==> src/rtl/coef_bank_seq_pkg.sv <==
// Shared constants, state encoding and default coefficient table
// for the biquad coefficient bank and its per-sample sequencer.
package coef_bank_seq_pkg;

    localparam int CANT_BITS_D = 25;
    localparam int N_MODES_D   = 4;
    localparam int MODE_W_D    = 2;
    localparam int N_SLOTS     = 6;

    localparam logic [2:0] SLOT_A0 = 3'd0;
    localparam logic [2:0] SLOT_B2 = 3'd5;

    localparam logic [31:0] Q_ONE = 32'h0000_4000;

    typedef enum logic {
        IDLE,
        STREAM
    } state_t;

    // Legacy datapath code: a0..a2 -> 0..2, b0..b2 -> 5..7
    function automatic logic [3:0] sel_code(input logic [2:0] slot);
        logic [3:0] code;
        code = {1'b0, slot};
        if (slot > 3'd2) begin
            code = code + 4'd2;
        end
        return code;
    endfunction

    // Reset contents: mode 0 is the shipped filter, the rest pass through
    function automatic logic [31:0] default_coef(input int mode, input int slot);
        logic [31:0] v;
        v = 32'h0;
        if (mode == 0) begin
            case (slot)
                0:       v = 32'h0000_4000;
                1:       v = 32'h01FF_9A2D;
                2:       v = 32'h01FF_D5A7;
                3:       v = 32'h0000_340B;
                4:       v = 32'h0000_6810;
                5:       v = 32'h0000_340B;
                default: v = 32'h0;
            endcase
        end else if (slot == 0 || slot == 3) begin
            v = Q_ONE;
        end
        return v;
    endfunction

endpackage

==> src/rtl/coef_bank_regs.sv <==
// Coefficient storage: N_MODES x 6 registers, one write port,
// combinational read port addressed by (mode, slot).
module coef_bank_regs
    import coef_bank_seq_pkg::*;
#(
    parameter int cant_bits = CANT_BITS_D,
    parameter int N_MODES   = N_MODES_D,
    parameter int MODE_W    = MODE_W_D
) (
    input  logic                 clk,
    input  logic                 reset_n,
    input  logic                 wr_en,
    input  logic [MODE_W-1:0]    wr_mode,
    input  logic [2:0]           wr_slot,
    input  logic [cant_bits-1:0] wr_data,
    input  logic [MODE_W-1:0]    rd_mode,
    input  logic [2:0]           rd_slot,
    output logic [cant_bits-1:0] rd_data
);

    logic [cant_bits-1:0] mem [N_MODES][N_SLOTS];

    // Reload defaults on reset; commit in-range writes only
    always_ff @(posedge clk or negedge reset_n) begin
        if (!reset_n) begin
            for (int m = 0; m < N_MODES; m++) begin
                for (int s = 0; s < N_SLOTS; s++) begin
                    mem[m][s] <= cant_bits'(default_coef(m, s));
                end
            end
        end else if (wr_en && wr_slot <= SLOT_B2) begin
            mem[wr_mode][wr_slot] <= wr_data;
        end
    end

    assign rd_data = mem[rd_mode][rd_slot];

endmodule

==> src/rtl/coef_bank_seq.sv <==
// Per-sample coefficient sequencer: streams the six coefficients of
// the selected mode, one per accepted beat, and arbitrates writes.
module coef_bank_seq
    import coef_bank_seq_pkg::*;
#(
    parameter int cant_bits = CANT_BITS_D,
    parameter int N_MODES   = N_MODES_D,
    parameter int MODE_W    = MODE_W_D
) (
    input  logic                 clk,
    input  logic                 reset_n,
    input  logic [MODE_W-1:0]    mode_sel,
    input  logic                 start,
    input  logic                 cte_ready,
    output logic                 cte_valid,
    output logic [cant_bits-1:0] cte,
    output logic [3:0]           sel_cte,
    output logic                 cte_last,
    output logic                 busy,
    output logic                 overrun,
    input  logic                 wr_en,
    input  logic [MODE_W-1:0]    wr_mode,
    input  logic [2:0]           wr_slot,
    input  logic [cant_bits-1:0] wr_data,
    output logic                 wr_ready,
    output logic                 wr_err
);

    state_t               state, state_nx;
    logic [MODE_W-1:0]    act_mode, act_nx;
    logic [2:0]           slot, slot_nx;
    logic [cant_bits-1:0] rd_data, cte_nx;
    logic [3:0]           sel_nx;
    logic                 valid_nx, last_nx, busy_nx;
    logic                 overrun_nx, wr_err_nx;
    logic                 load, accept, wr_acc;

    assign accept = cte_valid && cte_ready;

    // Writes into the streaming (or about-to-stream) set are held off
    assign wr_ready = !((busy && wr_mode == act_mode) ||
                        (start && !busy && wr_mode == mode_sel));
    assign wr_acc   = wr_en && wr_ready;

    coef_bank_regs #(
        .cant_bits (cant_bits),
        .N_MODES   (N_MODES),
        .MODE_W    (MODE_W)
    ) u_regs (
        .clk     (clk),
        .reset_n (reset_n),
        .wr_en   (wr_acc),
        .wr_mode (wr_mode),
        .wr_slot (wr_slot),
        .wr_data (wr_data),
        .rd_mode (act_nx),
        .rd_slot (slot_nx),
        .rd_data (rd_data)
    );

    // Next-state, next beat and status pulses
    always_comb begin
        state_nx   = state;
        act_nx     = act_mode;
        slot_nx    = slot;
        valid_nx   = cte_valid;
        cte_nx     = cte;
        sel_nx     = sel_cte;
        last_nx    = cte_last;
        load       = 1'b0;
        overrun_nx = 1'b0;
        unique case (state)
            IDLE: begin
                if (start) begin
                    load     = 1'b1;
                    act_nx   = mode_sel;
                    slot_nx  = SLOT_A0;
                    state_nx = STREAM;
                end
            end
            STREAM: begin
                overrun_nx = start && !(accept && cte_last);
                if (accept) begin
                    if (slot == SLOT_B2) begin
                        if (start) begin
                            load    = 1'b1;
                            act_nx  = mode_sel;
                            slot_nx = SLOT_A0;
                        end else begin
                            state_nx = IDLE;
                            valid_nx = 1'b0;
                            cte_nx   = '0;
                            sel_nx   = 4'd0;
                            last_nx  = 1'b0;
                        end
                    end else begin
                        load    = 1'b1;
                        slot_nx = slot + 3'd1;
                    end
                end
            end
            default: state_nx = IDLE;
        endcase
        if (load) begin
            valid_nx = 1'b1;
            cte_nx   = rd_data;
            sel_nx   = sel_code(slot_nx);
            last_nx  = (slot_nx == SLOT_B2);
        end
        busy_nx   = (state_nx == STREAM);
        wr_err_nx = wr_acc && (wr_slot > SLOT_B2);
    end

    // State, beat and status registers
    always_ff @(posedge clk or negedge reset_n) begin
        if (!reset_n) begin
            state     <= IDLE;
            act_mode  <= '0;
            slot      <= SLOT_A0;
            cte_valid <= 1'b0;
            cte       <= '0;
            sel_cte   <= 4'd0;
            cte_last  <= 1'b0;
            busy      <= 1'b0;
            overrun   <= 1'b0;
            wr_err    <= 1'b0;
        end else begin
            state     <= state_nx;
            act_mode  <= act_nx;
            slot      <= slot_nx;
            cte_valid <= valid_nx;
            cte       <= cte_nx;
            sel_cte   <= sel_nx;
            cte_last  <= last_nx;
            busy      <= busy_nx;
            overrun   <= overrun_nx;
            wr_err    <= wr_err_nx;
        end
    end

endmodule

==> config.mk <==
export PLATFORM = sky130hd
export DESIGN_NAME = coef_bank_seq
export DESIGN_NICKNAME = d
export VERILOG_FILES = /design/src/rtl/coef_bank_seq_pkg.sv /design/src/rtl/coef_bank_regs.sv /design/src/rtl/coef_bank_seq.sv
export SDC_FILE = /design/constraint.sdc
export NUM_CORES = 1
export LEC_CHECK = 0
export BUFFER_PORTS_ARGS = -buffer_cell sky130_fd_sc_hd__buf_2
export CORE_MARGIN = 1.5
export CORE_UTILIZATION = 57
export DETAILED_ROUTE_END_ITERATION = 8
export PLACE_DENSITY_LB_ADDON = 0.12
export SETUP_SLACK_MARGIN = 0.4
export SYNTH_ARGS = -nofsm -noshare
export SYNTH_HDL_FRONTEND = slang
export SYNTH_SLANG_ARGS = --single-unit
==> constraint.sdc <==
create_clock -name clk -period 2.5 [get_ports clk]
set_input_delay 0.5 -clock clk [delete_from_list [all_inputs] [get_ports clk]]
set_output_delay 0.5 -clock clk [all_outputs]
set_load 0.05 [all_outputs]
==> results of run 1 <==
## registers in the layout, indices dropped and copies added (netlist names)
signal and count:
state 1, cte_valid 1, u_regs.mem 600, cte 25, overrun 1, slot 3
cte_last 1, act_mode 2, sel_cte 4, wr_err 1
## worst max path at each step
stage                             endpoint  slack (ns)  cells after the start
5_1_grt                 cte[3]$_DFFE_PN0P_       -0.38                     13
3_3_place_gp            cte[3]$_DFFE_PN0P_       -0.38                     13
4_1_cts                 cte[9]$_DFFE_PN0P_       -0.18                     14
6_report                cte[3]$_DFFE_PN0P_       -0.32                     14
3_5_place_dp            cte[3]$_DFFE_PN0P_       -0.48                     13
2_1_floorplan  u_regs.mem[354]$_DFFE_PN0P_        -0.1                      9
## through the flow
step	worst slack (ns)	instances	hold slack (ns)
2_1_floorplan	-0.0999	2524	0.204
3_3_place_gp	-0.378	3278	0.466
3_5_place_dp	-0.476	3278	0.475
4_1_cts	-0.176	3450	0.173
5_1_grt	-0.380	3465	0.194
6_report	-0.324	3466	0.193
## area by class of cell
| type | instances | share of cell area |
|---|---|---|
| Multi-Input combinational cell | 1655 | 0.360 |
| Clock inverter | 23 | 0.00863 |
| Inverter | 9 | 0.00155 |
| Timing Repair inverter | 2 | 0.000481 |
| Tap cell | 680 | 0.0234 |
| Clock buffer | 101 | 0.0563 |
| Antenna cell | 1 | 0.0000687 |
| Sequential cell | 639 | 0.441 |
| Timing Repair Buffer | 356 | 0.109 |
## cells in the mapped netlist, types with 6 or more instances
| cell | count |
|---|---|
| mux2_4 | 40 |
| buf_2 | 48 |
| buf_4 | 21 |
| dfrtp_1 | 580 |
| mux2_1 | 9 |
| o21ai_1 | 23 |
| nand2_1 | 415 |
| nor2_2 | 14 |
| a32oi_1 | 25 |
| a22o_1 | 53 |
| mux2_2 | 552 |
| buf_1 | 19 |
| a21oi_1 | 206 |
| buf_6 | 17 |
| clkbuf_1 | 119 |
| a22oi_1 | 100 |
| dfstp_2 | 59 |
| nand3_1 | 152 |
| inv_1 | 6 |
| nor2_8 | 6 |
## cells by family after synthesis
logic type,after synthesis,synth area share
fa+ha+maj,4,0.00169
mux,602,0.234
flops,639,0.542
compound gates,425,0.0917
buf+inv,233,0.0385
xor+xnor,4,0.00118
simple gates,617,0.0918
## routing by layer
metal  vias to the layer above  GRT usage  share of wire  wire length [um]
li1                       9376          -              -                 -
met1                     11600      0.453           0.41             37300
met2                       876      0.537           0.47             42700
met3                       232     0.0610          0.068              6150
met4                         2      0.159          0.045              4080
met5                         -          0        0.00018                16
## worst max-delay path, delay by kind of cell (launching register included)
kind                       cells  cell delay [ns]
and+or+nand+nor                3             0.58
AOI/OAI and AO/OA              5             0.85
adders and majority gates      1             0.13
DFF                            1             0.41
buffers and inverters          5             0.72
## what timing repair did
| item | CTS | global route |
|---|---|---|
| buffers inserted | 33 | 11 |
| hold buffers | 1 | 0 |
| gates cloned | 14 | 4 |
| hold endpoints to repair | 39 | 0 |
| resized for setup | 105 | 47 |
| pin swaps | 33 | 32 |
| setup endpoints to repair | 631 | 631 |
## where the power goes
| group | switching, mW | internal (mW) | total (mW) |
|---|---|---|---|
| sequential | 1.41 | 12.9 | 14.3 |
| clock | 4.23 | 6.42 | 10.7 |
| combinational | 7.74 | 6.30 | 14.0 |
| total | 13.4 | 25.6 | 39.0 |
==> impl_metrics.env, run 1 <==
export IMPL_outcome="finished with violations"
export IMPL_violations="setup timing"
export IMPL_rsz0062_at_grt="true"
export IMPL_synth_top_cell_by_area="dfrtp_1"
export IMPL_fp_dieH_um=231
export IMPL_path_cells="inv_2 > ha_4 > nand4_1 > buf_4 > a31oi_4 > and2_4 > inv_12 > buf_12 > a21oi_1 > a22oi_1 > a22o_1 > o21ai_2 > buf_4 > nand3_1"
export IMPL_drcViolationCount=0
export IMPL_num_vias=22000
export IMPL_start_util=0.577
export IMPL_clockBufferDepth=3
export IMPL_die_area_mm2=0.0534
export IMPL_stdcell_area_mm2=0.0364
export IMPL_worst_path_most_repeated_cell="buf_4"
export IMPL_drt_iter0_drc=1916
export IMPL_multi_input_area_mm2=0.0131
export IMPL_grt_pass1_vias=22500
export IMPL_fillCellCount=3545
export IMPL_drv_cap=0
export IMPL_syn_area_per_cell_um2=11.8
export IMPL_path_class="flip-flop to flip-flop"
export IMPL_setup_violations=30
export IMPL_antenna_found_initial=2
export IMPL_clock_fmax_mhz=354
export IMPL_synth_top_cell_area_share=0.489
export IMPL_postSynthCellCount=2524
export IMPL_crit_path_end_kind="flip-flop"
export IMPL_cp_start_kind="flip-flop"
export IMPL_slowest_stage="dfrtp_1"
export IMPL_finish_utilization=0.708
export IMPL_tns_ns=-5.63
export IMPL_fin_nets=2773
export IMPL_worstRegToRegCells=14
export IMPL_final_cell_mix="dfrtp_1 (578), mux2_2 (541), nand2_1 (408)"
export IMPL_p_leak_nw=16.9
export IMPL_firstDrtPassIters=5
export IMPL_setup_worst_path_start="slot[1]$_DFF_PN0_"
export IMPL_regArea_mm2=0.0161
export IMPL_finalMaxSlewViolations=0
export IMPL_port_buffer_count=71
export IMPL_min_from="wr_en"
export IMPL_async_reset_ff_frac=1.00
export IMPL_routabilityCongestion=0.836
export IMPL_cts_max_level=3
export IMPL_yosys_register_bits=639
export IMPL_hp_class="primary input to flip-flop"
export IMPL_relSlewSlack=0.467
export IMPL_reg2reg_to="cte[3]$_DFFE_PN0P_"
export IMPL_cts_buffers=69
export IMPL_yosys_warnings=0
export IMPL_core_area_mm2=0.0514
export IMPL_wl_per_cell_um=26.0
export IMPL_clock_root_buffer="clkbuf_16"
export IMPL_period_needed_ns=2.82
export IMPL_grt_max_degree=69
export IMPL_cp_required_ns=2.98
export IMPL_ant_nets=0
export IMPL_synthTopCellsByArea="dfrtp_1 (49%), mux2_2 (21%), nand2_1 (5.3%)"
export IMPL_fin_skew_ns=0.0194
export IMPL_mappedNetlistArea_mm2=0.0297
export IMPL_viasPerCell=6.36
export IMPL_final_common_cell="dfrtp_1"
export IMPL_min_to="wr_err$_DFF_PN0_"
export IMPL_dpl_cell_area_mm2=0.0326
export IMPL_totalWireLength_mm=90.2
export IMPL_worstMarginPinSlew_ns=0.800
export IMPL_vdd_drop_max_mv=0.606
export IMPL_drive_gt1_frac=0.443
export IMPL_r2r_start="slot[1]$_DFF_PN0_"
export IMPL_r2r_slack_ns=-0.32
export IMPL_power_mw=39.0
export IMPL_synth_edff_count=0
export IMPL_worstHoldPathCells=2
export IMPL_area_growth_pct=22.7
export IMPL_rows=83
export IMPL_hold_viol_final=0
export IMPL_grt_overflow_total=0
export IMPL_clk_pin_slew_ns=0.06
export IMPL_slowest_delay_ns=0.41
export IMPL_period_share=1.13
export IMPL_worstPathMaxFanout=9
export IMPL_cp_arrival_ns=3.30
export IMPL_ys_seq_area_frac=0.542
export IMPL_track_usage=0.338
export IMPL_yosys_cell_types_count=52
export IMPL_die_x_um=231
export IMPL_cts_tree="built"
export IMPL_grt_pass1_wl_mm=137
export IMPL_num_io_pins=72
export IMPL_hpwl_mm=52.9
export IMPL_pwr_density_cell_mw_per_mm2=1070
export IMPL_cts_sinks=639
export IMPL_synth_net_count=2565
export IMPL_clock_latency_ns=0.61
export IMPL_ys_flop_type="dfrtp_1"
export IMPL_fin_ws_ns=-0.324
Power figures use the tool's default switching activity.
==> inputs of run 2 (changes only) <==
--- a/config.mk
+++ b/config.mk
@@ -8,6 +8,7 @@
 export BUFFER_PORTS_ARGS = -buffer_cell sky130_fd_sc_hd__buf_2
 export CORE_MARGIN = 1.5
 export CORE_UTILIZATION = 57
+export CTS_BUF_LIST = sky130_fd_sc_hd__clkbuf_4 sky130_fd_sc_hd__clkbuf_8 sky130_fd_sc_hd__clkbuf_16
 export DETAILED_ROUTE_END_ITERATION = 8
 export PLACE_DENSITY_LB_ADDON = 0.12
 export SETUP_SLACK_MARGIN = 0.4
==> run 2 against run 1 <==
Against the previous run: the flow still finishes with violations (setup timing); setup slack better by 0.051 ns; worst hold slack worse by 0.0031 ns; register-to-register slack improved by 0.05 ns; via count is essentially flat; die area did not move; clock skew fell by 0.00072 ns; cell area grew 0.84%.
==> impl_metrics.env, run 2 (synthesis results as in run 1) <==
export IMPL_timing_hold_ws_ns=0.189
export IMPL_n_antenna_cell=0
export IMPL_clockBufferDepth=3
export IMPL_die_x_um=231
export IMPL_drcViolationCount=0
export IMPL_cts_buffers=69
export IMPL_grt_pass1_vias=22400
export IMPL_relSlewSlack=0.469
export IMPL_fp_dieH_um=231
export IMPL_grt_pass1_wl_mm=136
export IMPL_wl_per_cell_um=26.1
export IMPL_fin_nets=2783
export IMPL_clock_root_buffer="clkbuf_16"
export IMPL_routabilityCongestion=0.836
export IMPL_clock_fmax_mhz=361
export IMPL_period_needed_ns=2.77
export IMPL_cts_sinks=639
export IMPL_setup_violations=28
export IMPL_regArea_mm2=0.0161
export IMPL_drive_gt1_frac=0.463
export IMPL_violations="setup timing"
export IMPL_vdd_drop_max_mv=0.605
export IMPL_worstRegToRegCells=14
export IMPL_fin_ws_ns=-0.273
export IMPL_die_area_mm2=0.0534
export IMPL_drv_cap=0
export IMPL_grt_max_degree=69
export IMPL_dp_slack_ns=-0.476
export IMPL_cp_top_family="compound AO/OA/AOI/OAI gates"
export IMPL_port_buffer_count=71
export IMPL_slowest_stage="dfrtp_1"
export IMPL_p_leak_nw=17.0
export IMPL_reg2reg_to="cte[3]$_DFFE_PN0P_"
export IMPL_worstHoldPathCells=2
export IMPL_start_util=0.577
export IMPL_worstMarginPinSlew_ns=0.797
export IMPL_track_usage=0.336
export IMPL_clock_latency_ns=0.61
export IMPL_hpwl_mm=52.9
export IMPL_slowest_delay_ns=0.39
export IMPL_grt_overflow_total=0
export IMPL_cts_tree="built"
export IMPL_cp_num_buf_inv=5
export IMPL_path_cells="inv_2 > ha_4 > nand4_1 > a21boi_2 > mux2i_4 > clkinv_8 > buf_12 > buf_8 > a21oi_2 > a22oi_1 > a22o_1 > o21ai_2 > buf_4 > nand3_2"
export IMPL_path_class="flip-flop to flip-flop"
export IMPL_rows=83
export IMPL_hp_class="primary input to flip-flop"
export IMPL_viasPerCell=6.34
export IMPL_multi_input_area_mm2=0.0132
export IMPL_area_growth_pct=23.8
export IMPL_cp_arrival_ns=3.26
export IMPL_cp_start_kind="flip-flop"
export IMPL_r2r_slack_ns=-0.27
export IMPL_pwr_density_cell_mw_per_mm2=1080
export IMPL_firstDrtPassIters=6
export IMPL_worstPathMaxFanout=7
export IMPL_core_area_mm2=0.0514
export IMPL_rsz0062_at_grt="true"
export IMPL_min_from="wr_en"
export IMPL_antenna_found_initial=1
export IMPL_final_common_cell="dfrtp_1"
export IMPL_cp_required_ns=2.99
export IMPL_min_to="wr_err$_DFF_PN0_"
export IMPL_fin_skew_ns=0.0187
export IMPL_finalMaxSlewViolations=0
export IMPL_num_io_pins=72
export IMPL_fillCellCount=3473
export IMPL_cts_max_level=3
export IMPL_crit_path_end_kind="flip-flop"
export IMPL_setup_worst_path_start="slot[1]$_DFF_PN0_"
export IMPL_largest_reg_flops=600
export IMPL_totalWireLength_mm=90.7
export IMPL_ant_nets=0
export IMPL_hold_viol_final=0
export IMPL_regMostFlops="u_regs.mem"
export IMPL_r2r_start="slot[1]$_DFF_PN0_"
export IMPL_num_vias=22000
export IMPL_period_share=1.11
export IMPL_clk_pin_slew_ns=0.06
export IMPL_outcome="finished with violations"
export IMPL_drt_iter0_drc=1797
export IMPL_top_regs="u_regs.mem (600), cte (25), sel_cte (4)"
export IMPL_final_cell_mix="dfrtp_1 (578), mux2_2 (547), nand2_1 (409)"
run 2: how the worst max path moves through the flow:
stage                                        endpoint  slack, ns  cells past startpoint
after floorplan           u_regs.mem[354]$_DFFE_PN0P_       -0.1                      9
after global placement             cte[3]$_DFFE_PN0P_      -0.38                     13
after detailed placement           cte[3]$_DFFE_PN0P_      -0.48                     13
after CTS                          cte[5]$_DFFE_PN0P_      -0.16                     13
after global routing               cte[9]$_DFFE_PN0P_      -0.38                     14
final                              cte[3]$_DFFE_PN0P_      -0.27                     14
run 2: layer usage:
metal	global-route usage	up-vias	wire, um
met3	0.0571	238	5950
met5	0	-	17
met4	0.159	2	4360
li1	-	9392	-
met1	0.454	11500	37700
met2	0.532	873	42700
run 2: stage by stage:
| step | utilization | setup TNS (ns) | instances | area [um2] | total power [mW] |
|---|---|---|---|---|---|
| after detailed placement | 0.633 | -94.89 | 3278 | 32600 | 26.2 |
| after floorplan | - | -25.99 | 2524 | 29700 | 21.5 |
| after global routing | 0.714 | -7.13 | 3475 | 36700 | 41.3 |
| after CTS | 0.699 | -2.62 | 3443 | 35900 | 38.4 |
| final | 0.714 | -4.42 | 3475 | 36700 | 39.6 |
| after global placement | 0.633 | -66.92 | 3278 | 32600 | 25.8 |
run 2: final cells by class:
type / count / share of cell area
Sequential cell: 639 / 0.438
Multi-Input combinational cell: 1655 / 0.359
Timing Repair Buffer: 365 / 0.111
Clock buffer: 101 / 0.0573
Tap cell: 680 / 0.0232
Clock inverter: 23 / 0.00856
Inverter: 9 / 0.00174
Timing Repair inverter: 3 / 0.000852
run 2: power breakdown:
group	internal, mW	switching [mW]	leakage [nW]
clock network	6.57	4.24	1.20
registers	12.9	1.44	8.26
logic	6.55	7.95	7.56
run 2: worst register-to-register path, delay by kind of cell, from the launching register on:
kind / cells / cell delay [ns]
buffers and inverters: 5 / 0.62
AND/OR/NAND/NOR: 2 / 0.19
AO/OA/AOI/OAI: 5 / 0.94
adder cells (fa/ha/maj): 1 / 0.12
multiplexers: 1 / 0.39
flip-flops: 1 / 0.39
run 2: timing repair:
action,in CTS,in global routing
resized for setup,102,94
pin swaps,35,35
setup endpoints to repair,631,631
cloned,12,8
hold buffers,1,0
hold endpoints to repair,39,0
setup buffers,28,24
